### config.mk
export PLATFORM = sky130hd
export DESIGN_NAME = dcache_data_ctrl
export DESIGN_NICKNAME = d
export VERILOG_FILES = /design/src/rtl/dcache_pkg.sv /design/src/rtl/dcache_line_buf.sv /design/src/rtl/dcache_data_ctrl.sv
export SDC_FILE = /design/constraint.sdc
export NUM_CORES = 1
export LEC_CHECK = 0
export BUFFER_PORTS_ARGS = -buffer_cell sky130_fd_sc_hd__clkbuf_2
export CAP_MARGIN = 0
export CORE_AREA = 2 2 383 385
export DETAILED_ROUTE_END_ITERATION = 6
export DIE_AREA = 0 0 385 387
export PLACE_DENSITY = 0.43
export SLEW_MARGIN = 10
export SYNTH_ARGS = -nofsm -noshare
export SYNTH_HDL_FRONTEND = slang
export SYNTH_HIERARCHICAL = 1
export SYNTH_SLANG_ARGS = --single-unit
### constraint.sdc
create_clock -name clk -period 2.25 [get_ports clk]
set_input_delay 0.225 -clock clk [delete_from_list [all_inputs] [get_ports clk]]
set_output_delay 0.225 -clock clk [all_outputs]
set_load 0.005 [all_outputs]
### src/rtl/dcache_pkg.sv
// Shared types and helpers for the data-cache BRAM sequencer.
package dcache_pkg;

  localparam int LINE_WORDS   = 8;
  localparam int OFFSET_BITS  = 3;
  // The BRAM banks are built for a 7-bit line index, so the word address is fixed at 10 bits.
  localparam int CACHE_ADDR_W = 10;
  localparam int LINE_IDX_W   = CACHE_ADDR_W - OFFSET_BITS;

  typedef enum logic [3:0] {
    ST_IDLE,
    ST_LOAD_RSP,
    ST_EVICT_RD,
    ST_EVICT_CAP,
    ST_EVICT_SEND,
    ST_REFILL_REQ,
    ST_REFILL_DATA,
    ST_REFILL_WR,
    ST_REPLAY
  } state_t;

  function automatic logic [LINE_IDX_W-1:0] line_idx(input logic [CACHE_ADDR_W-1:0] addr);
    return addr[CACHE_ADDR_W-1:OFFSET_BITS];
  endfunction

  function automatic logic [CACHE_ADDR_W-1:0] line_base(input logic [LINE_IDX_W-1:0] line);
    return {line, {OFFSET_BITS{1'b0}}};
  endfunction

endpackage

### src/rtl/dcache_line_buf.sv
// Refill assembler: collects the eight memory beats of a line, word 0 first.
module dcache_line_buf
  import dcache_pkg::*;
#(
  parameter int DATA_WIDTH = 32
) (
  input  logic                             clk,
  input  logic                             rst,
  input  logic                             clear,
  input  logic                             beat_valid,
  input  logic [DATA_WIDTH-1:0]            beat_data,
  output logic [DATA_WIDTH*LINE_WORDS-1:0] line,
  output logic                             last_beat
);

  logic [OFFSET_BITS-1:0] cnt;

  assign last_beat = beat_valid && (cnt == OFFSET_BITS'(LINE_WORDS - 1));

  // Drop each accepted beat into the slot named by the beat counter.
  always_ff @(posedge clk) begin
    if (rst || clear) begin
      line <= '0;
      cnt  <= '0;
    end else if (beat_valid) begin
      line[int'(cnt)*DATA_WIDTH +: DATA_WIDTH] <= beat_data;
      cnt <= cnt + 1'b1;
    end
  end

endmodule

### src/rtl/dcache_data_ctrl.sv
// Data-cache BRAM sequencer: CPU hits, dirty-line eviction and 8-beat refill
// share the single BRAM port.
//
//   state          | meaning
//   ---------------+--------------------------------------------------------
//   ST_IDLE        | accept requests; hits go straight to the BRAM
//   ST_LOAD_RSP    | BRAM word is on bram_dout; register it as the response
//   ST_EVICT_RD    | read the victim line at its base address
//   ST_EVICT_CAP   | capture the victim line into wb_data
//   ST_EVICT_SEND  | hold the write-back until wb_ready
//   ST_REFILL_REQ  | request the line from memory until mem_rd_ready
//   ST_REFILL_DATA | collect eight refill beats
//   ST_REFILL_WR   | write the assembled line into the BRAM
//   ST_REPLAY      | re-run the held request as a hit
module dcache_data_ctrl
  import dcache_pkg::*;
#(
  parameter int ADDR_WIDTH = 10,
  parameter int DATA_WIDTH = 32
) (
  input  logic                    clk,
  input  logic                    rst,
  input  logic                    req_valid,
  output logic                    req_ready,
  input  logic                    req_we,
  input  logic [ADDR_WIDTH-1:0]   req_addr,
  input  logic [DATA_WIDTH-1:0]   req_wdata,
  input  logic [3:0]              req_ben,
  input  logic                    req_miss,
  input  logic                    req_dirty,
  output logic                    rsp_valid,
  output logic [DATA_WIDTH-1:0]   rsp_rdata,
  output logic [ADDR_WIDTH-1:0]   bram_raddr,
  output logic                    bram_re,
  output logic [ADDR_WIDTH-1:0]   bram_waddr,
  output logic                    bram_we,
  output logic [DATA_WIDTH-1:0]   bram_din,
  output logic                    bram_store,
  output logic                    bram_hit_write,
  output logic [3:0]              bram_byte_ben,
  output logic [DATA_WIDTH*8-1:0] bram_din_all,
  input  logic [DATA_WIDTH-1:0]   bram_dout,
  input  logic [DATA_WIDTH*8-1:0] bram_dout_all,
  output logic                    mem_rd_valid,
  input  logic                    mem_rd_ready,
  output logic [ADDR_WIDTH-4:0]   mem_rd_line,
  input  logic                    mem_rdata_valid,
  input  logic [DATA_WIDTH-1:0]   mem_rdata,
  output logic                    wb_valid,
  input  logic                    wb_ready,
  output logic [ADDR_WIDTH-4:0]   wb_line,
  output logic [DATA_WIDTH*8-1:0] wb_data
);

  state_t                state;
  logic [ADDR_WIDTH-1:0] hold_addr;
  logic                  hold_we;
  logic [DATA_WIDTH-1:0] hold_wdata;
  logic [3:0]            hold_ben;

  logic accept;
  logic hit_req;
  logic beat_valid;
  logic last_beat;

  assign accept     = req_valid && req_ready;
  assign hit_req    = accept && !req_miss;
  // Beats outside the refill window are ignored entirely.
  assign beat_valid = (state == ST_REFILL_DATA) && mem_rdata_valid;

  dcache_line_buf #(
    .DATA_WIDTH (DATA_WIDTH)
  ) u_line_buf (
    .clk        (clk),
    .rst        (rst),
    .clear      (state == ST_REFILL_REQ),
    .beat_valid (beat_valid),
    .beat_data  (mem_rdata),
    .line       (bram_din_all),
    .last_beat  (last_beat)
  );

  // Sequencer state, held request and all registered handshake/data outputs.
  always_ff @(posedge clk) begin
    if (rst) begin
      state        <= ST_IDLE;
      req_ready    <= 1'b0;
      rsp_valid    <= 1'b0;
      rsp_rdata    <= '0;
      mem_rd_valid <= 1'b0;
      mem_rd_line  <= '0;
      wb_valid     <= 1'b0;
      wb_line      <= '0;
      wb_data      <= '0;
      hold_addr    <= '0;
      hold_we      <= 1'b0;
      hold_wdata   <= '0;
      hold_ben     <= '0;
    end else begin
      rsp_valid <= 1'b0;
      case (state)
        ST_IDLE: begin
          req_ready <= 1'b1;
          if (accept) begin
            hold_addr  <= req_addr;
            hold_we    <= req_we;
            hold_wdata <= req_wdata;
            hold_ben   <= req_ben;
            if (!req_miss) begin
              if (req_we) begin
                rsp_valid <= 1'b1;
              end else begin
                req_ready <= 1'b0;
                state     <= ST_LOAD_RSP;
              end
            end else if (req_dirty) begin
              req_ready <= 1'b0;
              state     <= ST_EVICT_RD;
            end else begin
              req_ready    <= 1'b0;
              mem_rd_valid <= 1'b1;
              mem_rd_line  <= line_idx(req_addr);
              state        <= ST_REFILL_REQ;
            end
          end
        end
        ST_LOAD_RSP: begin
          rsp_valid <= 1'b1;
          rsp_rdata <= bram_dout;
          req_ready <= 1'b1;
          state     <= ST_IDLE;
        end
        ST_EVICT_RD: begin
          state <= ST_EVICT_CAP;
        end
        ST_EVICT_CAP: begin
          wb_data  <= bram_dout_all;
          wb_line  <= line_idx(hold_addr);
          wb_valid <= 1'b1;
          state    <= ST_EVICT_SEND;
        end
        ST_EVICT_SEND: begin
          if (wb_ready) begin
            wb_valid     <= 1'b0;
            mem_rd_valid <= 1'b1;
            mem_rd_line  <= line_idx(hold_addr);
            state        <= ST_REFILL_REQ;
          end
        end
        ST_REFILL_REQ: begin
          if (mem_rd_ready) begin
            mem_rd_valid <= 1'b0;
            state        <= ST_REFILL_DATA;
          end
        end
        ST_REFILL_DATA: begin
          if (last_beat) state <= ST_REFILL_WR;
        end
        ST_REFILL_WR: begin
          state <= ST_REPLAY;
        end
        ST_REPLAY: begin
          if (hold_we) begin
            rsp_valid <= 1'b1;
            req_ready <= 1'b1;
            state     <= ST_IDLE;
          end else begin
            state <= ST_LOAD_RSP;
          end
        end
        default: begin
          req_ready <= 1'b0;
          state     <= ST_IDLE;
        end
      endcase
    end
  end

  // BRAM command port: IDLE hits issue in the acceptance cycle so a load answers two cycles later.
  always_comb begin
    bram_re        = 1'b0;
    bram_we        = 1'b0;
    bram_store     = 1'b0;
    bram_hit_write = 1'b0;
    bram_raddr     = hold_addr;
    bram_waddr     = hold_addr;
    bram_din       = hold_wdata;
    bram_byte_ben  = hold_ben;
    case (state)
      ST_IDLE: begin
        bram_raddr    = req_addr;
        bram_waddr    = req_addr;
        bram_din      = req_wdata;
        bram_byte_ben = req_ben;
        if (hit_req) begin
          bram_re    = !req_we;
          bram_we    = req_we;
          bram_store = req_we;
        end
      end
      ST_EVICT_RD: begin
        bram_re    = 1'b1;
        bram_raddr = line_base(line_idx(hold_addr));
      end
      ST_REFILL_WR: begin
        bram_we        = 1'b1;
        bram_hit_write = 1'b1;
        bram_waddr     = line_base(line_idx(hold_addr));
      end
      ST_REPLAY: begin
        bram_re    = !hold_we;
        bram_we    = hold_we;
        bram_store = hold_we;
      end
      default: ;
    endcase
    if (rst) begin
      bram_re        = 1'b0;
      bram_we        = 1'b0;
      bram_store     = 1'b0;
      bram_hit_write = 1'b0;
      bram_raddr     = '0;
      bram_waddr     = '0;
      bram_din       = '0;
      bram_byte_ben  = '0;
    end
  end

endmodule

Word level (Yosys, flattened, before mapping)
Cells that the tools add are included.
- shifts and indexed selects: 2
- equality and inequality tests: 17
- add/sub/neg operators: 2
- mux-type cells: 49
- reduce and logical (&&, ||, !) cells: 19
- bitwise operators: 1
- operator list (cell ; number):
    $bwmux W256 ; 1
    $shift A32 B33 Y256 const A ; 1
    $shiftx A32 B33 Y256 ; 1
    $mux W32 ; 2
    $pmux W10 S2 ; 2
    $neg A8 Y33 ; 1
    $mux W4 ; 8
    $pmux W4 S8 ; 1
    $mux W7 ; 4
    $mux W1 ; 20
    $mux W10 ; 2
    $eq A4 B3 Y1 const B ; 4
    $ne A2 B2 Y1 const B ; 7
    $pmux W7 S2 ; 1
    $pmux W1 S3 ; 4
    $reduce_and A5 Y1 ; 2
    $eq A4 B2 Y1 const B ; 2
    $reduce_and A2 Y1 ; 3
    $reduce_and A6 Y1 ; 1
    $reduce_or A6 Y1 ; 1
    $eq A4 B1 Y1 const B ; 1
    $eq A4 B4 Y1 const B ; 1
    $logic_and A1 B1 Y1 ; 4
    $logic_not A4 Y1 ; 1
    other kinds (11) ; 15
- logic and storage cells: 105
- output and inout bits: 622
- bits in registers: 616

Longest topological paths before layout
Gate-level depths: netlist of run 1.
- word-level depth: 5
- depth in mapped cells: 10
- mapped depth without buffers: 6

By module
The synthesis of run 1 kept the hierarchy.
- modules (own cells, without submodules) (module ; area each (um2) ; cells each ; times used):
    dcache_data_ctrl ; 13321.5 ; 1777 ; 1
    dcache_line_buf ; 10017.1 ; 1039 ; 1

Worst setup path after synthesis of run 1
OpenSTA, ideal clock, no wires.
- path type: register -> register
- from: register u_line_buf.cnt[0]
- to: register u_line_buf.line[194]
- cell stages (with the launch flop): 11
- setup time: 0.120 ns
- setup slack: -0.177 ns
- arrival: 2.308 ns
- cells stage by stage: dfxtp_1 -> buf_2 -> inv_1 -> ha_1 -> ha_1 -> nand2b_1 -> buf_2 -> or4_4 -> buf_6 -> buf_6 -> mux2i_1
- cells in the longest elaborated chain, start to end: 3
- elaborated cells on any way between the ends: 4
- classes of those cells: add/sub (1); shift (2); mux (1)
- ends and longest elaborated chain (element ; line ; source):
    start, declared ; dcache_line_buf.sv:16 ; logic [OFFSET_BITS-1:0] cnt;
    start signal, assigned ; dcache_line_buf.sv:27 ; cnt <= cnt + 1'b1;
    $neg A8 Y33 * ; dcache_line_buf.sv:26 ; line[int'(cnt)*DATA_WIDTH +: DATA_WIDTH] <= beat_data;
    $shiftx A32 B33 Y256 or $shift A32 B33 Y256 (tied branches) ; dcache_line_buf.sv:26 ;
    $bwmux W256 * ; dcache_line_buf.sv:26 ;
    end signal, assigned by index ; dcache_line_buf.sv:26 ;
    end, declared ; dcache_line_buf.sv:12 ; output logic [DATA_WIDTH*LINE_WORDS-1:0] line,
Every way passes the cells marked *; elsewhere a longest branch is shown, timed or not.
A chain may end at the register's enable or synchronous reset.

Worst setup path after layout of run 1
- from: register state[3]
- to: output port bram_din[7]
- cells in the longest elaborated chain, start to end: 3
- ends and longest elaborated chain (element ; line ; source):
    start, declared ; dcache_data_ctrl.sv:55 ; state_t state;
    start signal, assigned ; dcache_data_ctrl.sv:86 ; state <= ST_IDLE;
    start signal, assigned ; dcache_data_ctrl.sv:114 ; state <= ST_LOAD_RSP;
    start signal, assigned ; dcache_data_ctrl.sv:118 ; state <= ST_EVICT_RD;
    $logic_not A4 Y1 ; dcache_data_ctrl.sv:189 ; case (state)
    $mux W32 ; dcache_data_ctrl.sv:189 ;
    $mux W32 ; dcache_data_ctrl.sv:217 ; if (rst) begin
    end, declared ; dcache_data_ctrl.sv:37 ; output logic [DATA_WIDTH-1:0] bram_din,
Every way passes these cells.

==> flow_metrics.env, run 1 <==
export IMPL_critPathSlowestCell="or4_4"
export IMPL_syn_cell_area_um2=23300
export IMPL_die_h_um=387
export IMPL_crit_fanout=36
export IMPL_placement_rows=140
export IMPL_vias_per_cell=4.17
export IMPL_vias=25576
export IMPL_core_area_um2=145000
export IMPL_max_freq_ghz=0.393
export IMPL_end_kind="output pin"
export IMPL_syn_avg_cell_area_um2=8.29
export IMPL_synth_seq_cells=616
export IMPL_min_period_over_period_pct=113
export IMPL_layout_nets=4525
export IMPL_syn_inst=2816
export IMPL_dieArea_um2=149000
export IMPL_overflow=0
export IMPL_place_ws_ps=-84.1
export IMPL_whs_ps=45.1
export IMPL_finalNonFillerCells=6133
export IMPL_slew_headroom_pct=64.5
export IMPL_syn_nets=3196
export IMPL_p_leak_nw=16.4
export IMPL_min_path_type="in2reg"
export IMPL_place_congestion=0.863
export IMPL_yosys_area_top_type="dfxtp_1"
export IMPL_clock_latency_ps=680
export IMPL_layout_cells_most_common="clkbuf_2"
export IMPL_slew_viol_final=0
export IMPL_wl_met2_mm=65.9
export IMPL_dp_cells=5590
export IMPL_status="finished with violations"
export IMPL_port_buffers=996
export IMPL_synth_top_flop_cell="dfxtp_1"
export IMPL_synth_area_leaders="dfxtp_1 53%, nand2_1 16%, a21oi_1 8.5%"
export IMPL_wl_met3_mm=10.5
export IMPL_fin_setup_tns_ps=-12160
export IMPL_max_cap_violations=0
export IMPL_antenna_found_initial=21
export IMPL_drive_gt1_share_pct=32.9
export IMPL_area_growth_pct=63.3
export IMPL_firstDrtPassIters=5
export IMPL_hold_viol=0
export IMPL_cts_tree="built"
export IMPL_tightestPinTransition_ps=532
export IMPL_drt_initial_drc_count=1221
export IMPL_synth_warnings=6
export IMPL_cts_buffer_depth=3
export IMPL_clk_pin_slew_ps=60
export IMPL_arrival_ps=2320
export IMPL_grt_first_pass_wirelength_mm=185
export IMPL_place_detailed_hpwl_mm=100
export IMPL_drc=0
export IMPL_final_antenna_net_count=0
export IMPL_met1_length_mm=52.5
export IMPL_powerDensity_nw_per_um2=749
export IMPL_async_flop_share_pct=0
export IMPL_pin_count=997
export IMPL_h_tree_depth=3
export IMPL_grt_max_degree=83
export IMPL_crit_chain="buf_6 -> or4_4 -> buf_12 -> nand2_1 -> a21oi_1 -> clkbuf_2"
export IMPL_rsz0062_at_grt="yes"
export IMPL_finalSetupViolCount=56
export IMPL_yosysTopAreaCellShare_pct=52.8
export IMPL_numCtsBuffers=77
export IMPL_cts_sinks=616
export IMPL_finalPower_w=0.0285
export IMPL_die_x_um=385
export IMPL_violations="negative setup slack"
export IMPL_critical_path_class="reg2out"
export IMPL_critPathLaunchType="register"
export IMPL_required_ps=2030
export IMPL_layout_setup_ws_ps=-292
export IMPL_initial_utilization_pct=16.1
export IMPL_grt_pass1_vias=25396
export IMPL_ir_drop_v=0.000565
export IMPL_mostFrequentLayoutCells="984 x clkbuf_2, 979 x nand2_1, 611 x dfxtp_1"
export IMPL_wire_per_inst_um=21.9
export IMPL_grtUsageTotal_pct=17.0
export IMPL_wirelength_mm=134
export IMPL_highest_layer="met5"
export IMPL_synth_cell_types=49
export IMPL_yosysSeqAreaShare_pct=52.8
export IMPL_fill_cells=15826
export IMPL_clock_skew_ps=22.2
export IMPL_final_min_clock_period_ps=2540
export IMPL_synth_edf_count=0
export IMPL_max_stage_delay_ps=610
export IMPL_cts_root_buf="clkbuf_16"
report_power, final:
group          internal [W]  switching [W]
logic               0.00205        0.00261
clock network       0.00707        0.00540
registers            0.0112       0.000183
state kept, by name (all words and copies together) (netlist names):
signal and flops:
wb_valid 1, hold_addr 10, rsp_rdata 32, hold_we 1, rsp_valid 1, hold_wdata 32
hold_ben 4, mem_rd_valid 1, wb_data 256, wb_line 7, u_line_buf/line 256, mem_rd_line 7
state 4, u_line_buf/cnt 3, req_ready 1
cells in the mapped netlist, types with 2 or more instances:
cell type  number
nand2_1       993
dfxtp_1       616
a21oi_1       398
clkbuf_1      178
mux2i_1       133
o211ai_1      113
o31ai_1        79
buf_2          49
o21ai_0        40
nand3_1        37
nor2_1         26
buf_1          16
a31o_2         15
nor4_1         15
nor3_1         14
nand2b_1       11
a21oi_2         9
inv_1           8
buf_6           7
o22a_1          7
or2_2           7
nand3b_1        6
ha_1            5
a22o_1          3
or2_1           3
or4_1           3
a31oi_1         2
nand4b_1        2
timing repair:
action | 4_1_cts | 5_1_grt
buffers inserted | 11 | 13
setup endpoints to repair | 214 | 128
hold buffers | 361 | 0
pin swaps | 15 | 10
hold endpoints to repair | 423 | 0
gates cloned | 3 | 7
gates resized for setup | 67 | 85
metal layers:
layer | GRT usage [%] | vias to the layer above
met5 | 0 | -
met1 | 19.0 | 12287
met2 | 29.8 | 898
met4 | 6.89 | 18
met3 | 5.19 | 186
li1 | - | 12187
logic make-up (layout without fill, tap and decap cells):
logic type	count (synthesis)	after routing	synth area share, %
simple gates	1127	1127	19.2
compound gates	675	675	17.2
flops	616	616	52.8
buf+inv	260	1649	4.73
mux	133	133	5.70
fa+ha+maj	5	5	0.268
other cells	0	11	0
worst max-delay path, delay by kind of cell (launching register included):
| kind | cells | cell delay (ps) |
|---|---|---|
| simple gates | 2 | 740 |
| buf+inv | 3 | 460 |
| compound gates | 1 | 70 |
| flops | 1 | 320 |
path summary, 6_finish.rpt:
path,start,cells past startpoint,to,slack [ps]
max,state[3],6,bram_din[7],-290
min,mem_rdata[8],3,u_line_buf/line[8],50
max reg2reg,state[3],10,u_line_buf/line[230],70
min reg2reg,rsp_rdata[12],2,rsp_rdata[12],450
layout make-up:
class                      instances  area, µm²  share of cell area [%]
sequential                       616      12300                    32.4
timing repair buffer            1502      10500                    27.5
clock buffer                     112       2150                    5.64
tap                             1917       2400                    6.29
clock inverter                    27        344                   0.903
antenna                           11       27.5                  0.0722
multi-input combinational       1940      10400                    27.2
inverter                           8       30.0                  0.0788
through the flow:
stage	utilization, %	cell area [µm²]
5_1_grt	26.3	38100
6_report	26.3	38100
4_1_cts	25.9	37600
3_5_place_dp	21.4	31000
2_1_floorplan	-	23400
3_3_place_gp	21.4	31000
Power figures use the tool's default switching activity.
==> run 2, diff against run 1 <==
--- a/config.mk
+++ b/config.mk
@@ -10,7 +10,7 @@
 export CORE_AREA = 2 2 383 385
 export DETAILED_ROUTE_END_ITERATION = 6
 export DIE_AREA = 0 0 385 387
-export PLACE_DENSITY = 0.43
+export PLACE_DENSITY = 0.42
 export SLEW_MARGIN = 10
 export SYNTH_ARGS = -nofsm -noshare
 export SYNTH_HDL_FRONTEND = slang
==> constraint.sdc (replaced) <==
create_clock -name clk -period 3.3 [get_ports clk]
set_input_delay 0.33 -clock clk [delete_from_list [all_inputs] [get_ports clk]]
set_output_delay 0.33 -clock clk [all_outputs]
set_load 0.05 [all_outputs]
==> flow_metrics.env, run 2 (synthesis gave the netlist of run 1 again) <==
export IMPL_critical_path_class="reg2out"
export IMPL_p_leak_nw=15.6
export IMPL_final_antenna_net_count=0
export IMPL_layout_nets=4424
export IMPL_layout_cells_most_common="clkbuf_2"
export IMPL_min_path_type="in2reg"
export IMPL_cp_common_cell="buf_4"
export IMPL_wirelength_mm=130
export IMPL_slew_headroom_pct=33.9
export IMPL_cts_tree="built"
export IMPL_fin_setup_tns_ps=0
export IMPL_clock_skew_ps=25.3
export IMPL_multi_input_area_um2=9940
export IMPL_clockPowerShare_pct=43.9
export IMPL_port_buffers=996
export IMPL_end_kind="output pin"
export IMPL_wire_per_inst_um=21.5
export IMPL_critical_path_top_delay_family="buffers and inverters"
export IMPL_top_regs="u_line_buf/line x256, wb_data x256"
export IMPL_core_area_um2=145000
export IMPL_p_switching_w=0.00605
export IMPL_min_period_over_period_pct=94.3
export IMPL_grt_first_pass_wirelength_mm=180
export IMPL_switching_share_pct=30.5
export IMPL_placement_rows=140
export IMPL_clock_latency_ps=670
export IMPL_numCtsBuffers=77
export IMPL_hold_viol=0
export IMPL_cts_root_buf="clkbuf_16"
export IMPL_area_growth_pct=55.9
export IMPL_dieArea_um2=149000
export IMPL_drc=0
export IMPL_critPathSlowestCell="buf_4"
export IMPL_crit_start="state[1]"
export IMPL_fill_cells=15875
export IMPL_crit_chain="buf_4 -> or4_4 -> buf_4 -> nand2_1 -> a21oi_1 -> clkbuf_2"
export IMPL_ir_drop_v=0.000322
export IMPL_required_ps=2970
export IMPL_vias_per_cell=4.14
export IMPL_final_util_pct=25.1
export IMPL_vias=24993
export IMPL_slew_viol_final=0
export IMPL_die_x_um=385
export IMPL_p_int_w=0.0138
export IMPL_firstDrtPassIters=5
export IMPL_grt_pass1_vias=24346
export IMPL_place_ws_ps=337
export IMPL_finalSetupViolCount=0
export IMPL_reg2reg_from="state[3]"
export IMPL_seqPwrFrac_pct=39.1
export IMPL_hold_path_depth=3
export IMPL_r2r_cells=7
export IMPL_antenna_found_initial=24
export IMPL_mostFrequentLayoutCells="995 x clkbuf_2, 993 x nand2_1, 615 x dfxtp_1"
export IMPL_drt_initial_drc_count=1581
export IMPL_combPwrFrac_pct=17.0
export IMPL_layout_area_seq_um2=12300
export IMPL_crit_cells=6
export IMPL_drive_gt1_share_pct=29.8
export IMPL_status="finished, final reports clean"
export IMPL_min_delay_start="mem_rdata[25]"
export IMPL_cts_buffer_depth=3
export IMPL_rsz0062_at_grt="no"
export IMPL_powerDensity_nw_per_um2=545
export IMPL_grt_max_degree=95
export IMPL_critPathLaunchType="register"
export IMPL_arrival_ps=2780
export IMPL_max_stage_delay_ps=450
export IMPL_overflow=0
export IMPL_h_tree_depth=3
export IMPL_worst_path_buf_inv=3
export IMPL_layout_setup_ws_ps=188
export IMPL_initial_utilization_pct=16.1
export IMPL_postCtsSetupBuffers=0
export IMPL_pin_count=997
export IMPL_max_freq_ghz=0.321
export IMPL_max_cap_violations=0
export IMPL_tightestPinTransition_ps=987
export IMPL_cts_sinks=616
export IMPL_final_min_clock_period_ps=3110
export IMPL_grtUsageTotal_pct=16.5
export IMPL_crit_fanout=35
export IMPL_clk_pin_slew_ps=60
export IMPL_die_h_um=387
export IMPL_place_detailed_hpwl_mm=97.7
export IMPL_place_congestion=0.849
==> run 2: cell type report <==
| type | instances | area share, % |
|---|---|---|
| Clock inverter | 23 | 0.795 |
| Clock buffer | 115 | 6.27 |
| Antenna cell | 12 | 0.0825 |
| Multi-Input combinational cell | 1940 | 27.3 |
| Sequential cell | 616 | 33.9 |
| Tap cell | 1917 | 6.59 |
| Timing Repair Buffer | 1401 | 24.9 |
| Inverter | 8 | 0.0825 |
==> run 2: worst register-to-register path, stage by stage (launching register included) <==
cell      delay [ps]
dfxtp_1          440
or2_2            450
nor2_1           190
buf_4            240
nand3b_1         220
buf_12           300
or2_2            670
o31ai_1          390
==> run 2: layer usage <==
| layer | GRT usage [%] | share of wire, % |
|---|---|---|
| met1 | 19.0 | 40 |
| met2 | 29.1 | 50 |
| met3 | 4.60 | 7.5 |
| met4 | 5.38 | 3.0 |
| met5 | 0 | 0.078 |
==> run 2: final timing paths <==
check | slack (ps) | endpoint
max | 190 | bram_din[28]
max reg2reg | 310 | u_line_buf/line[108]
min | 70 | u_line_buf/line[89]
min reg2reg | 450 | wb_data[249]
==> run 2: timing repair <==
| item | CTS | global route |
|---|---|---|
| hold endpoints to repair | 345 | 0 |
| endpoints found under the setup margin | 34 | 0 |
| resized for setup | 1 | 0 |
| hold buffers | 344 | 0 |
==> run 2: metrics by stage <==
| step | hold WS, ps | total power (W) | cell area [µm²] | instances |
|---|---|---|---|---|
| after floorplan | 437 | 0.00983 | 23300 | 2816 |
| after global placement | 441 | 0.0109 | 30300 | 5538 |
| after detailed placement | 446 | 0.0110 | 30300 | 5538 |
| after CTS | 12.2 | 0.0202 | 36300 | 6020 |
| after global routing | 41.4 | 0.0206 | 36400 | 6026 |
| final | 69.4 | 0.0198 | 36400 | 6032 |
==> run 2: power by group through the flow <==
stage	combinational [W]	sequential (W)	clock (W)
6_report	0.00337	0.00776	0.00871
3_3_place_gp	0.00302	0.00792	0
2_1_floorplan	0.00149	0.00834	0
3_5_place_dp	0.00303	0.00793	0
5_1_grt	0.00357	0.00778	0.00927
4_1_cts	0.00339	0.00776	0.00902
==> run 3, diff against run 2 <==
--- a/config.mk
+++ b/config.mk
@@ -11,6 +11,7 @@
 export DETAILED_ROUTE_END_ITERATION = 6
 export DIE_AREA = 0 0 385 387
 export PLACE_DENSITY = 0.42
+export RECOVER_POWER = 100
 export SLEW_MARGIN = 10
 export SYNTH_ARGS = -nofsm -noshare
 export SYNTH_HDL_FRONTEND = slang
==> flow_metrics.env, run 3 (synthesis gave the netlist of run 1 again) <==
export IMPL_critical_path_class="reg2out"
export IMPL_placement_rows=140
export IMPL_die_h_um=387
export IMPL_clock_latency_ps=670
export IMPL_drt_initial_drc_count=1623
export IMPL_grt_max_degree=95
export IMPL_grt_first_pass_wirelength_mm=180
export IMPL_critPathSlowestCell="buf_4"
export IMPL_place_detailed_hpwl_mm=97.7
export IMPL_vias=25142
export IMPL_rrSetupSlack_ps=240
export IMPL_mostFrequentLayoutCells="993 x nand2_1, 615 x dfxtp_1, 594 x clkbuf_1"
export IMPL_final_util_pct=24.6
export IMPL_clk_pin_slew_ps=60
export IMPL_powerDensity_nw_per_um2=556
export IMPL_cts_root_buf="clkbuf_16"
export IMPL_min_period_over_period_pct=94.2
export IMPL_drc=0
export IMPL_initial_utilization_pct=16.1
export IMPL_required_ps=2970
export IMPL_numCtsBuffers=77
export IMPL_p_switching_w=0.00604
export IMPL_critPathLaunchType="register"
export IMPL_max_cap_violations=1
export IMPL_r2r_cells=7
export IMPL_hold_viol=0
export IMPL_die_x_um=385
export IMPL_layout_setup_ws_ps=193
export IMPL_port_buffers=996
export IMPL_fin_setup_tns_ps=0
export IMPL_arrival_ps=2780
export IMPL_violations="max-capacitance violations, max-slew violations"
export IMPL_ir_drop_v=0.000301
export IMPL_cts_buffer_depth=3
export IMPL_drive_gt1_share_pct=15.6
export IMPL_cp_common_cell="buf_4"
export IMPL_fill_cells=16153
export IMPL_status="finished with violations"
export IMPL_slew_viol_final=34
export IMPL_seqPwrFrac_pct=39.3
export IMPL_min_path_type="in2reg"
export IMPL_wire_per_inst_um=21.5
export IMPL_hold_path_depth=3
export IMPL_final_min_clock_period_ps=3110
export IMPL_slew_headroom_pct=-22.4
export IMPL_switching_share_pct=30.6
export IMPL_p_leak_nw=13.5
export IMPL_firstDrtPassIters=5
export IMPL_cts_sinks=616
export IMPL_end_kind="output pin"
export IMPL_reg2reg_from="state[3]"
export IMPL_whs_ps=82.2
export IMPL_p_int_w=0.0137
export IMPL_pin_count=997
export IMPL_tightestPinTransition_ps=1840
export IMPL_final_antenna_net_count=0
export IMPL_max_stage_delay_ps=450
export IMPL_crit_fanout=35
export IMPL_rsz0062_at_grt="no"
export IMPL_dieArea_um2=149000
export IMPL_cts_tree="built"
export IMPL_layout_nets=4424
export IMPL_core_area_um2=145000
export IMPL_area_growth_pct=52.4
export IMPL_finalSetupViolCount=0
export IMPL_h_tree_depth=3
export IMPL_max_freq_ghz=0.322
export IMPL_layout_cells_most_common="nand2_1"
export IMPL_place_congestion=0.849
export IMPL_vias_per_cell=4.17
export IMPL_combPwrFrac_pct=16.7
export IMPL_grt_pass1_vias=24346
export IMPL_antenna_found_initial=24
export IMPL_crit_start="state[1]"
export IMPL_clockPowerShare_pct=44.0
export IMPL_top_regs="u_line_buf/line x256, wb_data x256"
export IMPL_overflow=0
export IMPL_grtUsageTotal_pct=16.5
export IMPL_min_delay_start="mem_rdata[25]"
export IMPL_wirelength_mm=130
export IMPL_crit_chain="buf_4 -> or4_4 -> buf_4 -> nand2_1 -> a21oi_1 -> clkbuf_2"
export IMPL_clock_skew_ps=27.2
export IMPL_place_ws_ps=337
-- run 3: final timing paths --
kind                                             end
worst max-delay path                    bram_din[28]
worst min-delay path             u_line_buf/line[89]
worst max register to register  u_line_buf/line[108]
worst min register to register         rsp_rdata[29]
-- run 3: final cells by class --
class | instances | area, µm² | share of cell area [%]
multi-input combinational | 1940 | 9920 | 27.9
tap | 1917 | 2400 | 6.74
clock inverter | 23 | 289 | 0.813
antenna | 14 | 35.0 | 0.0985
sequential | 616 | 12300 | 34.7
inverter | 8 | 30.0 | 0.0844
clock buffer | 115 | 2280 | 6.41
timing repair buffer | 1401 | 8280 | 23.3
-- run 3: worst max-delay path: cells and delay by family (launching register included) --
kind | cells | cell delay (ps)
buffers and inverters | 3 | 1030
AOI/OAI and AO/OA | 1 | 250
and+or+nand+nor | 2 | 370
DFF | 1 | 440
-- run 3: timing repair --
item                                    CTS  global route
buffers inserted                          0             0
endpoints found under the setup margin   34             0
hold buffers                            344             0
endpoints found under the hold margin   345             0
resized for setup                         1             0
-- run 3: layer usage --
layer	track usage (%)	routed length (µm)
met5	0	101
met4	5.38	4140
met3	4.60	9740
met2	29.1	64300
met1	19.0	51600
-- run 3: power by group through the flow --
stage	sequential [W]	clock (W)	combinational, W
finish	0.00776	0.00871	0.00330
floorplan	0.00834	0	0.00149
CTS	0.00776	0.00902	0.00339
global route	0.00778	0.00927	0.00351
detailed placement	0.00793	0	0.00303
global placement	0.00792	0	0.00302
-- run 3: through the flow --
stage,cells,total power (W),instance area (µm²)
floorplan,2816,0.00983,23300
global placement,5538,0.0109,30300
detailed placement,5538,0.0110,30300
CTS,6020,0.0202,36300
global route,6026,0.0206,35600
finish,6034,0.0198,35600
